[config.mk]
export PLATFORM = sky130hd
export DESIGN_NAME = execute_stage_pipe_flat
export DESIGN_NICKNAME = d
export VERILOG_FILES = /design/src/rtl/execute_stage_pipe_pkg.sv /design/src/rtl/execute_stage_pipe_if.sv /design/src/rtl/execute_stage_pipe_alu.sv /design/src/rtl/execute_stage_pipe.sv /design/src/flat_wrapper.sv
export SDC_FILE = /design/constraint.sdc
export NUM_CORES = 1
export LEC_CHECK = 0
export ABC_AREA = 1
export BUFFER_PORTS_ARGS = -buffer_cell sky130_fd_sc_hd__buf_2
export CORE_AREA = 3 3 153 155
export DETAILED_ROUTE_END_ITERATION = 8
export DIE_AREA = 0 0 156 158
export GPL_ROUTABILITY_DRIVEN = 0
export SLEW_MARGIN = 20
export SYNTH_ARGS = -nofsm -noshare
export SYNTH_HDL_FRONTEND = slang
export SYNTH_SLANG_ARGS = --single-unit
[constraint.sdc]
create_clock -name clk -period 3.5 [get_ports clk]
set_input_delay 0.7 -clock clk [delete_from_list [all_inputs] [get_ports clk]]
set_output_delay 0.7 -clock clk [all_outputs]
set_load 0.05 [all_outputs]
[src/rtl/execute_stage_pipe_pkg.sv]
// Shared opcodes, state encoding and helpers for the registered execute stage.
// Optional flags: EXEC_ARITH_FLAGS_EN (consumed by the interface, ALU and top).
package exec_pkg;

  localparam int OP_W = 3;

  localparam logic [OP_W-1:0] OP_ADD = 3'd0;
  localparam logic [OP_W-1:0] OP_OR  = 3'd1;
  localparam logic [OP_W-1:0] OP_AND = 3'd2;
  localparam logic [OP_W-1:0] OP_NOT = 3'd3;
  localparam logic [OP_W-1:0] OP_SUB = 3'd4;
  localparam logic [OP_W-1:0] OP_SLT = 3'd5;
  localparam logic [OP_W-1:0] OP_SHL = 3'd6;
  localparam logic [OP_W-1:0] OP_SHR = 3'd7;

  typedef enum logic {
    ST_IDLE  = 1'b0,
    ST_SHIFT = 1'b1
  } state_e;

  function automatic logic is_shift(input logic [OP_W-1:0] op);
    return (op == OP_SHL) || (op == OP_SHR);
  endfunction

endpackage

[src/rtl/execute_stage_pipe_if.sv]
// Request/response bundle of the execute stage (register-read side in, writeback side out).
// EXEC_ARITH_FLAGS_EN adds out_carry/out_ovf.
interface execute_stage_pipe_if #(
  parameter int DATA_W = 20,
  parameter int TAG_W  = 3
);
  import exec_pkg::*;

  logic              flush;
  logic              in_valid;
  logic              in_ready;
  logic [OP_W-1:0]   in_op;
  logic [DATA_W-1:0] in_a;
  logic [DATA_W-1:0] in_b;
  logic [TAG_W-1:0]  in_tag;
  logic              out_valid;
  logic              out_ready;
  logic [DATA_W-1:0] out_result;
  logic [TAG_W-1:0]  out_tag;
  logic              out_eq;
  logic              out_zero;
`ifdef EXEC_ARITH_FLAGS_EN
  logic              out_carry;
  logic              out_ovf;
`endif

  modport master (
    output flush, in_valid, in_op, in_a, in_b, in_tag, out_ready,
`ifdef EXEC_ARITH_FLAGS_EN
    input  out_carry, out_ovf,
`endif
    input  in_ready, out_valid, out_result, out_tag, out_eq, out_zero
  );

  modport slave (
    input  flush, in_valid, in_op, in_a, in_b, in_tag, out_ready,
`ifdef EXEC_ARITH_FLAGS_EN
    output out_carry, out_ovf,
`endif
    output in_ready, out_valid, out_result, out_tag, out_eq, out_zero
  );

endinterface

[src/rtl/execute_stage_pipe_alu.sv]
// exec_alu_comb: single-cycle ops (ADD..SLT) plus operand equality.
// EXEC_ARITH_FLAGS_EN adds carry / signed-overflow outputs for ADD and SUB.
module exec_alu_comb
  import exec_pkg::*;
#(
  parameter int DATA_W = 20
) (
  input  logic [OP_W-1:0]   i_op,
  input  logic [DATA_W-1:0] i_a,
  input  logic [DATA_W-1:0] i_b,
`ifdef EXEC_ARITH_FLAGS_EN
  output logic              o_carry,
  output logic              o_ovf,
`endif
  output logic [DATA_W-1:0] o_result,
  output logic              o_eq
);

`ifdef EXEC_ARITH_FLAGS_EN
  logic [DATA_W:0] w_sum;
  logic [DATA_W:0] w_dif;

  // a + ~b + 1: the extra top bit is the no-borrow carry
  assign w_sum = {1'b0, i_a} + {1'b0, i_b};
  assign w_dif = {1'b0, i_a} + {1'b0, ~i_b} + {{DATA_W{1'b0}}, 1'b1};

  always_comb begin
    o_carry = 1'b0;
    o_ovf   = 1'b0;
    if (i_op == OP_ADD) begin
      o_carry = w_sum[DATA_W];
      o_ovf   = (i_a[DATA_W-1] == i_b[DATA_W-1]) && (w_sum[DATA_W-1] != i_a[DATA_W-1]);
    end else if (i_op == OP_SUB) begin
      o_carry = w_dif[DATA_W];
      o_ovf   = (i_a[DATA_W-1] != i_b[DATA_W-1]) && (w_dif[DATA_W-1] != i_a[DATA_W-1]);
    end
  end
`else
  logic [DATA_W-1:0] w_sum;
  logic [DATA_W-1:0] w_dif;

  assign w_sum = i_a + i_b;
  assign w_dif = i_a - i_b;
`endif

  assign o_eq = (i_a == i_b);

  always_comb begin
    o_result = i_a;
    case (i_op)
      OP_ADD:  o_result = w_sum[DATA_W-1:0];
      OP_OR:   o_result = i_a | i_b;
      OP_AND:  o_result = i_a & i_b;
      OP_NOT:  o_result = ~i_a;
      OP_SUB:  o_result = w_dif[DATA_W-1:0];
      OP_SLT:  o_result = {{(DATA_W-1){1'b0}}, ($signed(i_a) < $signed(i_b))};
      default: o_result = i_a;  // zero-distance shift passes A through
    endcase
  end

endmodule

[src/rtl/execute_stage_pipe.sv]
// Registered execute stage: one-cycle ALU ops, 1 bit/cycle shifts, valid/ready on both sides, flush.
// EXEC_ARITH_FLAGS_EN adds registered out_carry/out_ovf.
module execute_stage_pipe
  import exec_pkg::*;
#(
  parameter int DATA_W = 20,
  parameter int TAG_W  = 3
) (
  input logic               clk,
  input logic               rst,
  execute_stage_pipe_if.slave bus
);

  localparam int SHAMT_W = $clog2(DATA_W);

  state_e              r_state;
  state_e              w_state_nxt;
  logic [SHAMT_W-1:0]  r_cnt;
  logic [SHAMT_W-1:0]  w_shamt;
  logic [DATA_W-1:0]   r_acc;
  logic [DATA_W-1:0]   w_acc_sh;
  logic                r_dir_right;
  logic [TAG_W-1:0]    r_sh_tag;
  logic                r_sh_eq;

  logic                r_vld;
  logic [DATA_W-1:0]   r_res;
  logic [TAG_W-1:0]    r_tag;
  logic                r_eq;
  logic                r_zero;

  logic [DATA_W-1:0]   w_alu_res;
  logic                w_alu_eq;
  logic                w_accept;
  logic                w_acc_shift;
  logic                w_acc_single;
  logic                w_shift_done;

`ifdef EXEC_ARITH_FLAGS_EN
  logic                w_alu_c;
  logic                w_alu_v;
  logic                r_carry;
  logic                r_ovf;
`endif

  exec_alu_comb #(.DATA_W(DATA_W)) u_alu (
    .i_op     (bus.in_op),
    .i_a      (bus.in_a),
    .i_b      (bus.in_b),
`ifdef EXEC_ARITH_FLAGS_EN
    .o_carry  (w_alu_c),
    .o_ovf    (w_alu_v),
`endif
    .o_result (w_alu_res),
    .o_eq     (w_alu_eq)
  );

  assign w_shamt      = bus.in_b[SHAMT_W-1:0];
  assign bus.in_ready = (r_state == ST_IDLE) && (!r_vld || bus.out_ready) && !bus.flush && !rst;
  assign w_accept     = bus.in_valid && bus.in_ready;
  assign w_acc_shift  = w_accept && is_shift(bus.in_op) && (w_shamt != '0);
  assign w_acc_single = w_accept && !w_acc_shift;
  assign w_shift_done = (r_state == ST_SHIFT) && (r_cnt == SHAMT_W'(1));
  assign w_acc_sh     = r_dir_right ? (r_acc >> 1) : (r_acc << 1);

  always_comb begin
    w_state_nxt = r_state;
    if (bus.flush) begin
      w_state_nxt = ST_IDLE;
    end else begin
      case (r_state)
        ST_IDLE:  if (w_acc_shift)  w_state_nxt = ST_SHIFT;
        ST_SHIFT: if (w_shift_done) w_state_nxt = ST_IDLE;
      endcase
    end
  end

  always_ff @(posedge clk or posedge rst) begin
    if (rst) r_state <= ST_IDLE;
    else     r_state <= w_state_nxt;
  end

  // Shift amounts >= DATA_W just run out the count; zero fill leaves 0.
  always_ff @(posedge clk or posedge rst) begin
    if (rst) begin
      r_cnt       <= '0;
      r_acc       <= '0;
      r_dir_right <= 1'b0;
      r_sh_tag    <= '0;
      r_sh_eq     <= 1'b0;
    end else if (bus.flush) begin
      r_cnt <= '0;
    end else if (w_acc_shift) begin
      r_cnt       <= w_shamt;
      r_acc       <= bus.in_a;
      r_dir_right <= (bus.in_op == OP_SHR);
      r_sh_tag    <= bus.in_tag;
      r_sh_eq     <= w_alu_eq;
    end else if (r_state == ST_SHIFT) begin
      r_cnt <= r_cnt - SHAMT_W'(1);
      r_acc <= w_acc_sh;
    end
  end

  // Output slot: load on accept or shift completion, clear on drain; a shift
  // accept only happens with the slot empty or draining, so completion never collides.
  always_ff @(posedge clk or posedge rst) begin
    if (rst) begin
      r_vld   <= 1'b0;
      r_res   <= '0;
      r_tag   <= '0;
      r_eq    <= 1'b0;
      r_zero  <= 1'b0;
`ifdef EXEC_ARITH_FLAGS_EN
      r_carry <= 1'b0;
      r_ovf   <= 1'b0;
`endif
    end else if (bus.flush) begin
      r_vld <= 1'b0;
    end else if (w_acc_single) begin
      r_vld   <= 1'b1;
      r_res   <= w_alu_res;
      r_tag   <= bus.in_tag;
      r_eq    <= w_alu_eq;
      r_zero  <= (w_alu_res == '0);
`ifdef EXEC_ARITH_FLAGS_EN
      r_carry <= w_alu_c;
      r_ovf   <= w_alu_v;
`endif
    end else if (w_shift_done) begin
      r_vld   <= 1'b1;
      r_res   <= w_acc_sh;
      r_tag   <= r_sh_tag;
      r_eq    <= r_sh_eq;
      r_zero  <= (w_acc_sh == '0);
`ifdef EXEC_ARITH_FLAGS_EN
      r_carry <= 1'b0;
      r_ovf   <= 1'b0;
`endif
    end else if (bus.out_ready) begin
      r_vld <= 1'b0;
    end
  end

  assign bus.out_valid  = r_vld;
  assign bus.out_result = r_res;
  assign bus.out_tag    = r_tag;
  assign bus.out_eq     = r_eq;
  assign bus.out_zero   = r_zero;
`ifdef EXEC_ARITH_FLAGS_EN
  assign bus.out_carry  = r_carry;
  assign bus.out_ovf    = r_ovf;
`endif

endmodule

[src/flat_wrapper.sv]
// flat-port wrapper written by rule: the top's interface ports become plain ports
module execute_stage_pipe_flat import exec_pkg::*;
#(
  parameter int DATA_W = 20,
  parameter int TAG_W  = 3
)
  (clk, rst, bus_flush, bus_in_valid, bus_in_op, bus_in_a, bus_in_b, bus_in_tag, bus_out_ready, bus_in_ready, bus_out_valid, bus_out_result, bus_out_tag, bus_out_eq, bus_out_zero);
  execute_stage_pipe_if #(.DATA_W(DATA_W), .TAG_W(TAG_W)) bus_i ();
  input logic clk;
  input logic rst;
  input wire logic [$bits(bus_i.flush)-1:0] bus_flush;
  input wire logic [$bits(bus_i.in_valid)-1:0] bus_in_valid;
  input wire logic [$bits(bus_i.in_op)-1:0] bus_in_op;
  input wire logic [$bits(bus_i.in_a)-1:0] bus_in_a;
  input wire logic [$bits(bus_i.in_b)-1:0] bus_in_b;
  input wire logic [$bits(bus_i.in_tag)-1:0] bus_in_tag;
  input wire logic [$bits(bus_i.out_ready)-1:0] bus_out_ready;
  output wire logic [$bits(bus_i.in_ready)-1:0] bus_in_ready;
  output wire logic [$bits(bus_i.out_valid)-1:0] bus_out_valid;
  output wire logic [$bits(bus_i.out_result)-1:0] bus_out_result;
  output wire logic [$bits(bus_i.out_tag)-1:0] bus_out_tag;
  output wire logic [$bits(bus_i.out_eq)-1:0] bus_out_eq;
  output wire logic [$bits(bus_i.out_zero)-1:0] bus_out_zero;
  assign bus_i.flush = bus_flush;
  assign bus_i.in_valid = bus_in_valid;
  assign bus_i.in_op = bus_in_op;
  assign bus_i.in_a = bus_in_a;
  assign bus_i.in_b = bus_in_b;
  assign bus_i.in_tag = bus_in_tag;
  assign bus_i.out_ready = bus_out_ready;
  assign bus_in_ready = bus_i.in_ready;
  assign bus_out_valid = bus_i.out_valid;
  assign bus_out_result = bus_i.out_result;
  assign bus_out_tag = bus_i.out_tag;
  assign bus_out_eq = bus_i.out_eq;
  assign bus_out_zero = bus_i.out_zero;
  execute_stage_pipe #(.DATA_W(DATA_W), .TAG_W(TAG_W)) u_core (.clk(clk), .rst(rst), .bus(bus_i));
endmodule
==> results of run 1 <==
layer usage:
| metal | part of all wire (%) | track usage [%] |
|---|---|---|
| met4 | 2.4 | 5.72 |
| met5 | 0 | 0 |
| met1 | 45 | 29.1 |
| met2 | 43 | 31.5 |
| met3 | 9.3 | 4.18 |
per-stage QoR:
step,power (mW),std cells
3_3_place_gp,2.63,1459
6_report,3.53,1474
4_1_cts,3.54,1474
3_5_place_dp,2.64,1459
2_1_floorplan,2.18,1134
5_1_grt,3.79,1474
how the worst max path moves through the flow:
stage                startpoint                              end  slack [ps]  cells past startpoint
floorplan                   rst  u_core.bus.out_zero$_DFFE_PP0P_         120                     13
global placement    bus_in_a[0]  u_core.bus.out_zero$_DFFE_PP0P_         310                     19
detailed placement  bus_in_a[0]  u_core.bus.out_zero$_DFFE_PP0P_         310                     19
CTS                 bus_in_a[0]  u_core.bus.out_zero$_DFFE_PP0P_         650                     19
global route        bus_in_a[0]  u_core.bus.out_zero$_DFFE_PP0P_         370                     19
finish              bus_in_a[0]  u_core.bus.out_zero$_DFFE_PP0P_         560                     19
power breakdown:
group          leakage (nW)  total (mW)  switching, mW  internal, mW
combinational          3.17        1.65           1.19         0.465
sequential            0.709        1.00          0.138         0.865
clock                 0.148       0.880          0.298         0.582
total                  4.03        3.53           1.62          1.91
Yosys cell counts, types with 2 or more instances:
master	number
nand2_1	328
inv_1	160
nand3_1	109
nor2_1	92
o21ai_0	82
ha_1	62
a21oi_1	60
dfrtp_1	57
o22ai_1	23
nand4_1	20
buf_2	16
clkbuf_1	15
inv_2	14
nor3_1	9
a31oi_1	7
buf_4	7
o21bai_1	7
a211oi_1	6
nor2_2	6
a21oi_2	5
buf_6	5
nand2_2	5
nor2_4	4
nor4_1	4
o211ai_1	4
a22o_1	3
nand3_2	3
o21a_1	3
o21ai_1	3
xor2_1	3
and2_1	2
fa_1	2
o22a_1	2
flip-flops by register name (all words and copies together) (netlist names):
register and cells:
u_core.bus.out_result 20, u_core.r_acc 20, u_core.r_cnt 5, u_core.bus.out_tag 3
u_core.r_sh_tag 3, u_core.bus.out_eq 1, u_core.bus.out_valid 1, u_core.bus.out_zero 1
u_core.r_dir_right 1, u_core.r_sh_eq 1, u_core.r_state 1
worst max-delay path, stage by stage:
cell and delay [ps]:
buf_2 130, inv_1 90, ha_1 230, fa_1 410
inv_1 140, nand2_1 90, nand3_1 210, nand2_1 120
nand2_1 160, nand2_1 100, nand2_1 70, nand2_1 40
nand3_1 70, nand3_1 110, nand2_1 140, nand4_1 100
nor2_1 120, nand2_1 70, a21oi_2 100
kinds of logic after synthesis:
logic type / share of synthesized area (%)
AND/OR/NAND/NOR: 36.6
adder cells (fa/ha/maj): 11.9
XOR/XNOR: 0.385
AO/OA/AOI/OAI: 17.0
flip-flops: 20.9
buffers and inverters: 13.3
cell type report:
cell class                 count  area (sq um)
clock buffer                  12           256
clock inverter                 3          40.0
fill                        2436         14200
inverter                     175           657
multi-input combinational    858          4500
sequential                    57          1430
tap                          280           350
timing repair buffer          89           488
==> results by group, run 1 <==
Place
  • Area after DPL: 7420 sq um
  • Post-DP HPWL: 20000 um
  • IO buf count: 77
  • Pre-CTS setup slack: 308 ps

Worst hold path
  • Hold Path Depth: 2
  • Hold_sp: u_core.r_sh_tag[2]$_DFFE_PP0P_
  • HP Class: register to register
  • Hold Path Sink: u_core.r_sh_tag[2]$_DFFE_PP0P_

Cells and area
  • Final Cell Area: 7720 sq um
  • Final core utilization: 35.1%
  • # nets final: 1305
  • Antenna fix cells: 0
  • Share of post-route cells with drive strength above 1: 12.1%
  • Area grow syn2layout: 13.0%
  • Most common library cell in the layout ignoring fill and taps: nand2_1
  • Highest-count cells in the layout ignoring fill and taps: 328 x nand2_1, 159 x inv_1, 109 x nand3_1, 92 x nor2_1, 82 x o21ai_0

Drt
  • WL/cell: 17.2 um
  • Iteration-0 DRC Markers: 780
  • Via count: 7709
  • Drt via density: 5.23
  • Drt pass-1 iters: 9
  • DRC viols: 0
  • Antenna Violating Nets Remaining: 0
  • Drt total wl: 25400 um

Synth
  • Seq cells post-synth: 57
  • Warnings, synthesis: 0
  • Yosys cell types: 39
  • Post-Syn Area: 6830 sq um
  • Synth Area per Inst: 6.02 sq um
  • Synth top area share: 20.9%
  • Largest cells by area after synthesis: dfrtp_1 21%, nand2_1 18%, ha_1 11%
  • Number of flops mapped to enable cells by yosys: 0
  • Register area share after synthesis: 20.9%
  • Async set-reset flop share out of synthesis: 100%
  • Main synth FF type: dfrtp_1
  • Post-synth top area cell: dfrtp_1
  • Mapped Cells: 1134
  • Syn Nets: 1249

Floorplan
  • Horiz. Die Dim: 156 um
  • Initial core utilization: 31.1%
  • Die span in y: 158 um
  • Row count: 54
  • Io pins: 78
  • CORE AREA: 22000 sq um
  • Die area: 24600 sq um

STA
  • Worst slew margin: 38.5%
  • Final setup vio count: 0
  • Fmax achieved: 340 MHz
  • Min Tclk post-route: 2940 ps
  • Final worst-path cycle share: 84.0%
  • Fin. Hold Viols: 0
  • RSZ-0062 raised after global routing: false
  • WHS: 466 ps
  • Fin worst setup slack: 561 ps
  • Clk_skew: 9.21 ps
  • Fin. max-slew vios: 0
  • Tightest Pin Transition: 923 ps
  • Setup TNS: 0 ps

Global routing
  • First-pass GRT wire length: 39800 um
  • Pin count of the biggest net entering global routing: 58
  • GR Util All Layers: 20.5%
  • Total grt overflow: 0
  • Vias in the first global route: 7269
  • Initial antenna violation count: 0

Clocking
  • Total clock sinks: 57
  • H-tree Lvls: 3
  • Clk slew on worst S/H paths: 50 ps
  • Worst skew pair latency: 330 ps
  • Worst-case clock buffer depth: 2
  • Root Driver: clkbuf_16
  • Post_cts resized: 0
  • Setup Fix Bufs, Post-CTS: 0
  • CTS Buf Count: 9
  • CTS tree: built
  • Hold buffers post-CTS: 0

Power and ir drop
  • Power density over cell area: 458 nW/um^2
  • Peak supply drop: 0.268 mV
  • Leak pwr: 4.03 nW

Outcome
  • Run status: complete, no violations

Worst setup path
  • Worst R2R Path Depth: 8
  • Arrival time at the worst endpoint: 3200 ps
  • Critical path class: input pin to register
  • Crit path launch type: input pin
  • Worst Path Max Fanout: 4
  • R2R setup slack: 1010 ps
  • Worst Setup End Kind: register
  • Worst Path Required: 3760 ps
  • Worst r2r src: u_core.r_dir_right$_DFFE_PP0P_
  • R2R Path End: u_core.bus.out_zero$_DFFE_PP0P_

Run
  • Max cap viols: 0
No activity file was read; power rests on OpenSTA's default activity.
==> inputs of run 2 (changes only) <==
Settings changed: ABC_AREA 1 to 0, CORE_AREA 3 3 153 155 to 3 3 147 149, DIE_AREA 0 0 156 158 to 0 0 150 152.
Clock period 3.5 ns to 2.99 ns, I/O delays scaled along.
==> run 2 against run 1 <==
The flow now finishes with violations (negative setup slack). Clock skew decreased by 3.5 ps. Power increased by 1.3%. Global-route usage decreased by 0.58 points. Via count decreased by 5.9%. Clock power increased by 15%. Sequential share of layout area decreased by 2.4 points. Hold slack improved by 12 ps. Non-clock buffer count increased by 175. Clock-buffer cell count increased by 1. Worst setup slack got worse by 600 ps. Synthesized area decreased by 7.9%.
==> results by group, run 2 <==
Outcome
  • Run status: finished with violations
  • Failing checks: negative setup slack

Synth
  • Synth top area share: 22.7% (+1.8 points)
  • Async set-reset flop share out of synthesis: 100% (unchanged)
  • Commonest cells post-synth: 93 x nand2_1, 82 x nor2_1, 81 x o21ai_0, 73 x a21oi_1, 62 x ha_1
  • Largest cells by area after synthesis: dfrtp_1 23%, ha_1 12%, o21ai_0 6.4%
  • Syn Nets: 957 (-23%)
  • Post-synth top area cell: dfrtp_1
  • Post-Syn Area: 6290 sq um (-7.9%)
  • Register area share after synthesis: 22.7% (+1.8 points)
  • Most common cell in the netlist: nand2_1
  • Yosys cell types: 74 (+90%)
  • Warnings, synthesis: 0 (unchanged)
  • Mapped Cells: 842 (-26%)
  • Synth Area per Inst: 7.47 sq um (+24%)
  • Number of flops mapped to enable cells by yosys: 0 (unchanged)
  • Seq cells post-synth: 57 (unchanged)
  • Main synth FF type: dfrtp_1

Power and ir drop
  • Comb power frac: 45.4% (-1.3 points)
  • Power density over cell area: 403 nW/um^2 (-12%)
  • Internal: 2.20 mW (+15%)
  • Psw: 1.38 mW (-15%)
  • Sequential share of power: 26.4% (-2.0 points)
  • Peak supply drop: 0.211 mV (-21%)
  • Clock share of power: 28.2% (+3.3 points)
  • Sw frac: 38.6% (-7.3 points)
  • Leak pwr: 4.22 nW (+4.6%)

Clocking
  • H-tree Lvls: 3 (unchanged)
  • Worst skew pair latency: 330 ps (about the same)
  • CTS Buf Count: 9 (unchanged)
  • CTS tree: built
  • Worst-case clock buffer depth: 2 (unchanged)
  • Root Driver: clkbuf_16
  • Hold buffers post-CTS: 0 (unchanged)
  • Clk slew on worst S/H paths: 50 ps (about the same)
  • Total clock sinks: 57 (unchanged)

Global routing
  • Total grt overflow: 0 (unchanged)
  • Vias in the first global route: 6926 (-4.7%)
  • Pin count of the biggest net entering global routing: 44 (-24%)
  • GR Util All Layers: 19.9% (-0.58 points)
  • Initial antenna violation count: 0 (unchanged)
  • First-pass GRT wire length: 36600 um (-7.8%)

Place
  • Area after DPL: 8300 sq um (+12%)
  • IO buf count: 77 (unchanged)
  • Pre-CTS setup slack: -522 ps (-830 ps)
  • Dpl cells: 1317 (-9.7%)
  • Post-DP HPWL: 18100 um (-9.6%)

Cells and area
  • Final core utilization: 43.8% (+8.6 points)
  • Share of post-route cells with drive strength above 1: 33.5% (+21 points)
  • Highest-count cells in the layout ignoring fill and taps: 182 x buf_4, 93 x nand2_1, 80 x nor2_1, 78 x o21ai_0, 74 x buf_2
  • Fillers: 2046 (-16%)
  • Final Cell Area: 8890 sq um (+15%)
  • Antenna fix cells: 0 (unchanged)
  • # nets final: 1176 (-9.9%)
  • Most common library cell in the layout ignoring fill and taps: buf_4
  • Final cell count without fillers: 1336 (-9.4%)
  • Area grow syn2layout: 41.2%

Drt
  • Drt total wl: 23400 um (-7.6%)
  • Via count: 7257 (-5.9%)
  • Antenna Violating Nets Remaining: 0 (unchanged)
  • Drt via density: 5.43 (+3.9%)
  • Iteration-0 DRC Markers: 551 (-29%)
  • Drt pass-1 iters: 5 (-4)
  • DRC viols: 0 (unchanged)
  • WL/cell: 17.5 um (+1.9%)

Worst hold path
  • HP Class: input pin to async pin

Worst setup path
  • Crit path launch type: input pin
  • R2R Path End: u_core.bus.out_zero$_DFFE_PP0P_
  • CP cell instances: buf_2, inv_2, buf_4, ha_1, nor2b_1, buf_4, a211oi_4, o21ai_2, a311oi_2, xnor2_1, a221oi_2, nand2_1, a2111oi_2, o2111ai_1, nand2_1
  • Worst R2R Path Depth: 8 (unchanged)
  • Critical path class: input pin to register
  • Max stage delay cell, worst path: a2111oi_2
  • Worst r2r src: u_core.r_dir_right$_DFFE_PP0P_
  • Worst Setup End Kind: register
  • CP peak stage delay: 360 ps (-50 ps)
  • Worst Path Required: 3260 ps (-500 ps)
  • R2R setup slack: 480 ps (-530 ps)
  • Worst Path Max Fanout: 3 (-1)
  • Arrival time at the worst endpoint: 3290 ps (+90 ps)

STA
  • Fin worst setup slack: -35.7 ps (-597 ps)
  • Final worst-path cycle share: 101%
  • Final setup vio count: 1 (+1)
  • Tightest Pin Transition: 885 ps (-37.5 ps)
  • RSZ-0062 raised after global routing: true
  • Clk_skew: 5.72 ps (-3.49 ps)
  • Worst slew margin: 40.9% (+2.4 points)
  • Fin. Hold Viols: 0 (unchanged)
  • Min Tclk post-route: 3030 ps
  • Fin. max-slew vios: 0 (unchanged)
  • Fmax achieved: 331 MHz

Floorplan
  • Initial core utilization: 31.0% (-0.11 points)
  • Io pins: 78 (unchanged)
  • Horiz. Die Dim: 150 um (-3.8%)
  • Row count: 52 (-3.7%)
  • CORE AREA: 20300 sq um (-7.6%)
  • Die area: 22800 sq um (-7.5%)
  • Die span in y: 152 um (-3.8%)

Run
  • Max cap viols: 0 (unchanged)
-- run 2: cell types whose count changed after synthesis, moves of 8 or more --
cell	delta
clkbuf_1	+31
inv_1	-101
nor3_1	+10
mux2i_1	+25
nand3_1	-95
inv_2	-13
mux2_2	+10
nor2b_1	+13
nand2_1	-235
nor2_1	-10
a21oi_1	+13
xnor2_1	+8
nand4_1	-14
buf_2	-13
-- run 2: area by class of cell --
cell class / instances / area [sq um] / area share [%]
inverter: 61 / 229 / 2.58
clock inverter: 3 / 40.0 / 0.451
clock buffer: 13 / 250 / 2.82
multi-input combinational: 668 / 4730 / 53.3
sequential: 57 / 1430 / 16.1
tap: 270 / 338 / 3.80
timing repair buffer: 264 / 1870 / 21.0
-- run 2: per-layer routing --
metal  track usage (%)  vias up  part of all wire (%)
met3              2.65       47                   6.6
li1                  -     3473                     -
met2              32.8      307                    48
met5                 0        -                     0
met1              26.9     3430                    43
met4              6.41        0                   2.9
-- run 2: how the worst max path moves through the flow --
| stage | to | startpoint | depth (start not counted) | slack (ps) |
|---|---|---|---|---|
| floorplan | u_core.bus.out_zero$_DFFE_PP0P_ | bus_in_b[0] | 12 | -240 |
| global placement | u_core.bus.out_zero$_DFFE_PP0P_ | bus_in_b[0] | 13 | -460 |
| detailed placement | u_core.bus.out_zero$_DFFE_PP0P_ | bus_in_a[0] | 15 | -520 |
| CTS | u_core.bus.out_zero$_DFFE_PP0P_ | bus_in_b[0] | 13 | -20 |
| global route | u_core.bus.out_zero$_DFFE_PP0P_ | bus_in_b[1] | 15 | -160 |
| finish | u_core.bus.out_zero$_DFFE_PP0P_ | bus_in_b[2] | 15 | -40 |
-- run 2: cells by family (layout without fill, tap and decap cells) --
kind of cell / Yosys count / after routing / synth area share [%]
buf+inv: 117 / 341 / 7.16
mux: 36 / 36 / 6.12
compound gates: 287 / 287 / 29.5
xor+xnor: 13 / 13 / 1.81
fa+ha+maj: 64 / 64 / 13.0
simple gates: 268 / 268 / 19.7
flops: 57 / 57 / 22.7
-- run 2: power by group through the flow --
stage                     clock, mW  sequential [mW]  combinational [mW]
after floorplan                   0             1.12               0.742
after global placement            0            0.955                1.52
after detailed placement          0            0.957                1.53
after CTS                      1.03            0.945                1.56
after global routing           1.06            0.956                1.74
final                          1.01            0.944                1.63
-- run 2: per-stage QoR --
stage | TNS, ps | total power, mW | hold slack (ps)
6_report | -35.7 | 3.58 | 477
4_1_cts | -17.8 | 3.53 | 480
3_3_place_gp | -4220 | 2.47 | 462
5_1_grt | -375 | 3.76 | 503
2_1_floorplan | -458 | 1.86 | 446
3_5_place_dp | -4760 | 2.48 | 469
-- run 2: timing repair --
item	in CTS	in global routing
endpoints found under the setup margin	5	12
setup buffers	1	2
resized for setup	18	40
pin swaps	14	11
endpoints found under the hold margin	0	0
-- run 2: critical path, delay by kind of cell --
family          cells  cell delay (ps)
compound gates      6             1520
simple gates        3              360
xor+xnor            1              150
fa+ha+maj           1              210
buf+inv             4              450
==> inputs of run 3 (changes only) <==
Settings changed: BUFFER_PORTS_ARGS -buffer_cell sky130_fd_sc_hd__buf_2 to -buffer_cell sky130_fd_sc_hd__buf_4.
==> run 3 against run 2 <==
The flow still finishes with violations (negative setup slack). Final area grew 3.5%. Die area is the same. Cell count is essentially flat. Register-to-register slack gained 40 ps. Via count shrank 0.26%.
==> results by group, run 3 (synthesized netlist as in run 2, its figures left out) <==
Global routing
  • Grt met1 use: 26.0% (-0.94 points)
  • GR Util met3: 2.95% (+0.30 points)
  • GR Util All Layers: 19.6% (-0.36 points)
  • Pin count of the biggest net entering global routing: 58 (+32%)
  • Total grt overflow: 0 (unchanged)
  • Routing usage on met2: 32.9% (about the same)
  • Initial antenna violation count: 1 (+1)
  • Vias in the first global route: 6815 (-1.6%)
  • First-pass GRT wire length: 35900 um (-2.0%)
  • GRT Max-Usage Layer: met2

Cells and area
  • Area grow syn2layout: 46.2%
  • # nets final: 1179 (+0.26%)
  • Area occupied by multi-input gates: 4870 sq um (+2.8%)
  • Storage cell area: 1430 sq um (unchanged)
  • Fillers: 2040 (-0.29%)
  • Share of post-route cells with drive strength above 1: 34.7% (+1.2 points)
  • Final Cell Area: 9200 sq um (+3.5%)
  • Final core utilization: 45.3% (+1.5 points)
  • Highest-count cells in the layout ignoring fill and taps: 258 x buf_4, 93 x nand2_1, 78 x nor2_1, 77 x o21ai_0, 69 x a21oi_1
  • Antenna fix cells: 0 (unchanged)
  • Most common library cell in the layout ignoring fill and taps: buf_4

Power and ir drop
  • Peak supply drop: 0.267 mV (+27%)
  • Internal: 2.20 mW (+0.18%)
  • Psw: 1.37 mW (-0.74%)
  • Comb power frac: 47.7% (+2.3 points)
  • Sw frac: 38.4% (-0.22 points)
  • Sequential share of power: 26.6% (+0.2 points)
  • Clock share of power: 25.7% (-2.5 points)
  • Leak pwr: 4.28 nW (+1.4%)
  • Power density over cell area: 389 nW/um^2 (-3.6%)

Clocking
  • Worst skew pair latency: 320 ps (about the same)
  • Clk slew on worst S/H paths: 50 ps (about the same)
  • CTS tree: built
  • Total clock sinks: 57 (unchanged)
  • CTS Buf Count: 9 (unchanged)
  • Worst-case clock buffer depth: 2 (unchanged)
  • H-tree Lvls: 3 (unchanged)
  • Root Driver: clkbuf_16

Drt
  • WL/cell: 17.6 um (+0.52%)
  • Antenna Violating Nets Remaining: 0 (unchanged)
  • Iteration-0 DRC Markers: 574 (+4.2%)
  • Drt via density: 5.41 (-0.34%)
  • Drt total wl: 23600 um (+0.59%)
  • DRC viols: 0 (unchanged)
  • Via count: 7238 (-0.26%)
  • Drt pass-1 iters: 5 (unchanged)

Worst setup path
  • CP cell instances: buf_6, inv_1, ha_2, fa_2, nor3_4, o311ai_2, buf_4, a31oi_2, or4_4, a32oi_2, o22ai_2, nor4bb_1, and4b_1, o2111ai_1, nand2_1
  • Worst Setup End Kind: register
  • Worst Path Required: 3190 ps (-70 ps)
  • Critical path class: input pin to register
  • CP peak stage delay: 560 ps (+200 ps)
  • Crit path launch type: input pin
  • CP Launch Point: bus_in_a[0]
  • Max stage delay cell, worst path: or4_4
  • Arrival time at the worst endpoint: 3230 ps (-60 ps)
  • Worst r2r src: u_core.r_dir_right$_DFFE_PP0P_
  • Worst Path Max Fanout: 3 (unchanged)

STA
  • Clk_skew: 5.06 ps (-0.656 ps)
  • Worst slew margin: 50.5% (+9.6 points)
  • Min Tclk post-route: 3030 ps (+3.29 ps)
  • Fin. max-slew vios: 0 (unchanged)
  • Tightest Pin Transition: 743 ps (-142 ps)
  • Final setup vio count: 4 (+3)
  • WHS: 481 ps (+3.80 ps)
  • Fin worst setup slack: -39.0 ps (-3.29 ps)
  • Final worst-path cycle share: 101% (+0.11 points)
  • Fin. Hold Viols: 0 (unchanged)
  • RSZ-0062 raised after global routing: true
  • Fmax achieved: 330 MHz (-0.11%)

Place
  • IO buf count: 77 (unchanged)
  • Post-DP HPWL: 18200 um (+0.65%)
  • Area after DPL: 8470 sq um (+2.0%)

Floorplan
  • Initial core utilization: 31.0% (unchanged)
  • Horiz. Die Dim: 150 um (unchanged)
  • Die area: 22800 sq um (unchanged)
  • Die span in y: 152 um (unchanged)
  • CORE AREA: 20300 sq um (unchanged)
  • Io pins: 78 (unchanged)
  • Row count: 52 (unchanged)

Outcome
  • Run status: finished with violations
  • Failing checks: negative setup slack

Worst hold path
  • HP Class: register to register
  • Hold_sp: u_core.bus.out_result[3]$_DFFE_PP0P_

Run
  • Max cap viols: 0 (unchanged)
## run 3: changes by cell type in the layout (fill, tap and decap cells not counted), moves of 3 or more
| cell | change |
|---|---|
| ha_1 | -5 |
| buf_2 | -74 |
| nor4_2 | +3 |
| buf_4 | +76 |
| nor4_1 | -3 |
| ha_4 | +5 |
## run 3: final cells by class
cell class              instances  share of cell area [%]
flip-flops and latches         57                    15.5
clock buffers                  14                    2.87
repair buffers                267                    22.5
well taps                     270                    3.67
multi-input cells             668                    52.9
inverters                      61                    2.52
## run 3: per-stage QoR
step           std cells  power (mW)  setup WS, ps  TNS, ps
2_1_floorplan        842        1.86          -241     -458
3_3_place_gp        1315        2.52          -475    -4450
3_5_place_dp        1315        2.53          -587    -5090
4_1_cts             1329        3.48         -37.1    -37.1
5_1_grt             1337        3.77          -154     -739
6_report            1337        3.57         -39.0    -73.9
## run 3: metal layers
metal	share of wire, %	vias up	wire length [um]
li1	-	3476	-
met3	5.5	57	1300
met2	49	268	11400
met4	3.2	2	760
met5	0.051	-	12
met1	43	3435	10100
## run 3: worst paths after layout
path,cells after the start,to,slack (ps)
setup reg to reg,6,u_core.bus.out_zero$_DFFE_PP0P_,520
setup / recovery,15,u_core.bus.out_zero$_DFFE_PP0P_,-40
hold / removal,2,u_core.bus.out_result[3]$_DFFE_PP0P_,480
max in group asynchronous,3,u_core.r_acc[19]$_DFFE_PP0P_,1980
hold reg to reg,2,u_core.bus.out_result[3]$_DFFE_PP0P_,480
min in group asynchronous,3,u_core.r_state$_DFF_PP0_,520
## run 3: power by group through the flow
stage / sequential, mW / combinational (mW) / clock (mW)
finish: 0.950 / 1.71 / 0.918
global route: 0.961 / 1.84 / 0.968
CTS: 0.949 / 1.59 / 0.934
detailed placement: 0.960 / 1.57 / 0
global placement: 0.959 / 1.56 / 0
floorplan: 1.12 / 0.742 / 0
## run 3: worst max-delay path, delay by kind of cell
kind,cells,cell delay [ps]
AOI/OAI and AO/OA,5,810
buffers and inverters,3,340
and+or+nand+nor,5,1040
adders and majority gates,2,440
## run 3: what timing repair did
action | 4_1_cts | 5_1_grt
buffers inserted | 0 | 8
setup endpoints to repair | 8 | 13
cloned | 0 | 0
hold buffers | 0 | 0
pin swaps | 14 | 29
resized for setup | 13 | 67
